<file path="src/rtl/regfile_pkg.sv">
// regfile_pkg: shared width/depth constants, bus types and logic levels for regfile
package regfile_pkg;
  localparam int DATA_W = 32;
  localparam int DATA_D = 32;
  localparam int ADDR_W = 5;
  typedef logic [DATA_W-1:0] data_bus_t;
  typedef logic [ADDR_W-1:0] addr_bus_t;
  localparam logic HIGH = 1'b1;
  localparam logic LOW = 1'b0;
  localparam logic ENABLE_ = 1'b0;
  localparam logic DISABLE_ = 1'b1;
endpackage

</file>
<file path="src/rtl/regfile.sv">
// regfile: single-port register file, synchronous write, combinational read
module regfile
  import regfile_pkg::*;
#(
  parameter int DATA_W = regfile_pkg::DATA_W,
  parameter int DATA_D = regfile_pkg::DATA_D,
  parameter int ADDR_W = regfile_pkg::ADDR_W
) (
  input  logic              clk,
  input  logic              reset,
  input  logic [ADDR_W-1:0] addr,
  input  logic [DATA_W-1:0] d_in,
  input  logic              we_,
  output logic [DATA_W-1:0] d_out
);
  logic [DATA_W-1:0] ff [DATA_D];
  // clear all entries on reset, otherwise write the addressed entry when enabled
  always_ff @(posedge clk)
    for (int k = 0; k < DATA_D; k++)
      if (reset == HIGH) ff[k] <= '0;
      else if (we_ == ENABLE_ && addr == ADDR_W'(k)) ff[k] <= d_in;
  // out-of-range addresses read as zero
  always_comb d_out = (int'(addr) < DATA_D) ? ff[addr] : '0;
endmodule

</file>
<file path="config.mk">
export PLATFORM = sky130hd
export DESIGN_NAME = regfile
export DESIGN_NICKNAME = d
export VERILOG_FILES = /design/src/rtl/regfile_pkg.sv /design/src/rtl/regfile.sv
export SDC_FILE = /design/constraint.sdc
export NUM_CORES = 1
export LEC_CHECK = 0
export ABC_AREA = 1
export ABC_CLOCK_PERIOD_IN_PS = 3200
export CAP_MARGIN = 20
export CORE_UTILIZATION = 60
export CTS_CLUSTER_DIAMETER = 60
export DETAILED_ROUTE_END_ITERATION = 7
export PLACE_DENSITY_LB_ADDON = 0.3
export SLEW_MARGIN = 20
export SYNTH_ARGS = -nofsm -noshare
export SYNTH_HDL_FRONTEND = slang
export SYNTH_SLANG_ARGS = --single-unit
</file>
<file path="constraint.sdc">
create_clock -name clk -period 3.2 [get_ports clk]
set_input_delay 0.64 -clock clk [delete_from_list [all_inputs] [get_ports clk]]
set_output_delay 0.64 -clock clk [all_outputs]
set_load 0.02 [all_outputs]
</file>
==> results.toml <==
[timing]
fin_crit_ps = 3160
setup_viol = 0
setup_ws_ps = 40.8
rsz0062_at_grt = "no"
setup_tns_ps = 0
period_share = 0.987
hold_viol_final = 0
max_freq_mhz = 317
tightest_slew_ps = 613
slew_viol_final = 0
max_slew_margin = 0.591

[floorplan]
ios = 72
die_w_um = 282
core_area_um2 = 77500
rows = 102
die_height_um = 282
dieArea_um2 = 79400
initial_core_util = 0.606

[clock_tree]
clk_pin_slew_worst_paths_ps = 60
clkSinkCount = 1024
cts_root_buffer = "clkbuf_16"
htree_levels = 3
clockBufferDepth = 3
post_cts_buffers = 0
cts_tree = "done"
postCtsHoldBufs = 0
cts_made_buffers = 105

[cells_and_area]
top_regs = "ff x1024"
regMostFlops = "ff"
most-common-layout-cells = "nand2_1, nor2_1, edfxtp_1, nand3_1, buf_4"
fin_cells = 6359
largest_reg_flops = 1024
final_common_cell = "nand2_1"
drive_gt1_frac = 0.0927
syn_to_final_growth_pct = 15.0
multi_input_comb_area_um2 = 14400
register_area_um2 = 30700
fin_area_um2 = 54000
num-fill-cells = 5761
nets = 5269

[placed_design]
dp_slack_ps = -373
place_area_um2 = 50700
dp_cells = 6162
place.gp.congestion = 0.933
hpwl_um = 88300
port_buffers = 71

[critical_path]
worstPathRequired_ps = 2560
path_cells = "buf_8 > inv_8 > buf_16 > buf_12 > nand2_1 > nand2_1 > nand2_1 > nand2_1 > nand2_1 > nand3_1 > nor2_1 > nor2_1 > clkdlybuf4s15_1"
cpMaxStageDelayCell = "clkdlybuf4s15_1"
cpMostUsedCell = "nand2_1"
critical_path.startpoint_type = "input pin"
worst_path_largest_cell_delay_ps = 330
cp-end-kind = "output port"
critical_path_arrival_ps = 2520
crit_fanout = 39
crit_type = "in2out"

[drt]
top_layer = "met4"
wl_per_cell_um = 22.7
num_vias = 37600
drt_iter0_markers = 5039
postRouteWirelength_um = 144000
drc_errors = 0
drtAntennaViolNets = 0
met3_length_um = 17000
wl_met2_um = 66600
first_pass_iters = 6
viasPerCell = 5.91
wl_met1_um = 50200

[power]
intPower_w = 0.0232
vdd_ir_drop_max_mv = 0.655
p_clk_frac = 0.386
power_frac_comb = 0.105
p_leak_nw = 22.9
p_switching_w = 0.00760
p_seq_frac = 0.509
pwr_density_cell_nw_per_um2 = 570
p_sw_frac = 0.247

[grt]
grt_max_degree = 46
grt-ovfl-total = 0
antenna_found_initial = 1
grt_first_pass_wirelength_um = 215000
grt_pass1_vias = 35900
grt_util_all_layers = 0.370

[synthesis]
syn_nets = 5192
synth_cell_types = 14
ys_ff_latch = 1024
synth_area_um2 = 47000
ys_warn_count = 0
synth_area_per_cell_um2 = 9.12
ys_seq_area_frac = 0.655
syn-instance-count = 5152

[run]
maxCapViolCount = 0

[min_path]
hp-class = "in2reg"

[outcome]
status = "finished clean"
==> cell families (layout without fill, tap and decap cells) <==
| group | after synthesis | in the layout | share of synthesized area |
|---|---|---|---|
| flops | 1024 | 1024 | 0.655 |
| buf+inv | 456 | 621 | 0.0400 |
| other cells | 0 | 2 | 0 |
| simple gates | 3672 | 3672 | 0.305 |
==> what timing repair did <==
item	CTS	global route
endpoints found under the setup margin	32	10
cloned	0	0
gates resized for setup	45	18
==> cell usage after synthesis <==
library cell,number,share of area
nand2_2,2,0.00027
nor2_2,9,0.0012
nor2_1,1132,0.090
nand2_1,2175,0.17
edfxtp_1,1024,0.65
inv_4,1,0.00013
inv_2,6,0.00048
nand4_1,64,0.0085
buf_2,125,0.013
buf_1,31,0.0025
clkbuf_1,256,0.020
nand3_1,290,0.031
inv_1,35,0.0028
buf_4,2,0.00032
==> stage by stage <==
stage          utilization  hold slack, ps  power, W
3_5_place_dp         0.655            1620    0.0191
2_1_floorplan            -             891    0.0176
5_1_grt              0.697             966    0.0315
4_1_cts              0.697             938    0.0307
3_3_place_gp         0.655            1600    0.0191
6_report             0.697             947    0.0308
==> final timing paths <==
kind,start,to,cells past startpoint
max,addr[0],d_out[2],13
min,d_in[15],ff[27][15],4
==> worst max-delay path, delay by kind of cell <==
kind	cells	cell delay, ps
and+or+nand+nor	8	720
buffers and inverters	5	1080
==> metal layers <==
metal / global-route usage / vias to the layer above
met4: 0.249 / 0
met5: 0 / -
met3: 0.0692 / 520
li1: - / 16800
met2: 0.583 / 2583
met1: 0.469 / 17700
==> final cells by class <==
type,instances,area share
Inverter,42,0.00329
Tap cell,1040,0.0241
Timing Repair Buffer,384,0.0762
Clock inverter,67,0.00933
Antenna cell,2,0.0000926
Clock buffer,128,0.0518
Sequential cell,1024,0.569
Multi-Input combinational cell,3672,0.266
==> power groups by stage <==
stage               clock network (W)  registers [W]  logic, W
global route                   0.0124         0.0157   0.00342
CTS                            0.0119         0.0157   0.00316
global placement                    0         0.0159   0.00314
finish                         0.0119         0.0157   0.00322
floorplan                           0         0.0159   0.00167
detailed placement                  0         0.0160   0.00318
(Power assumes the default switching activity.)
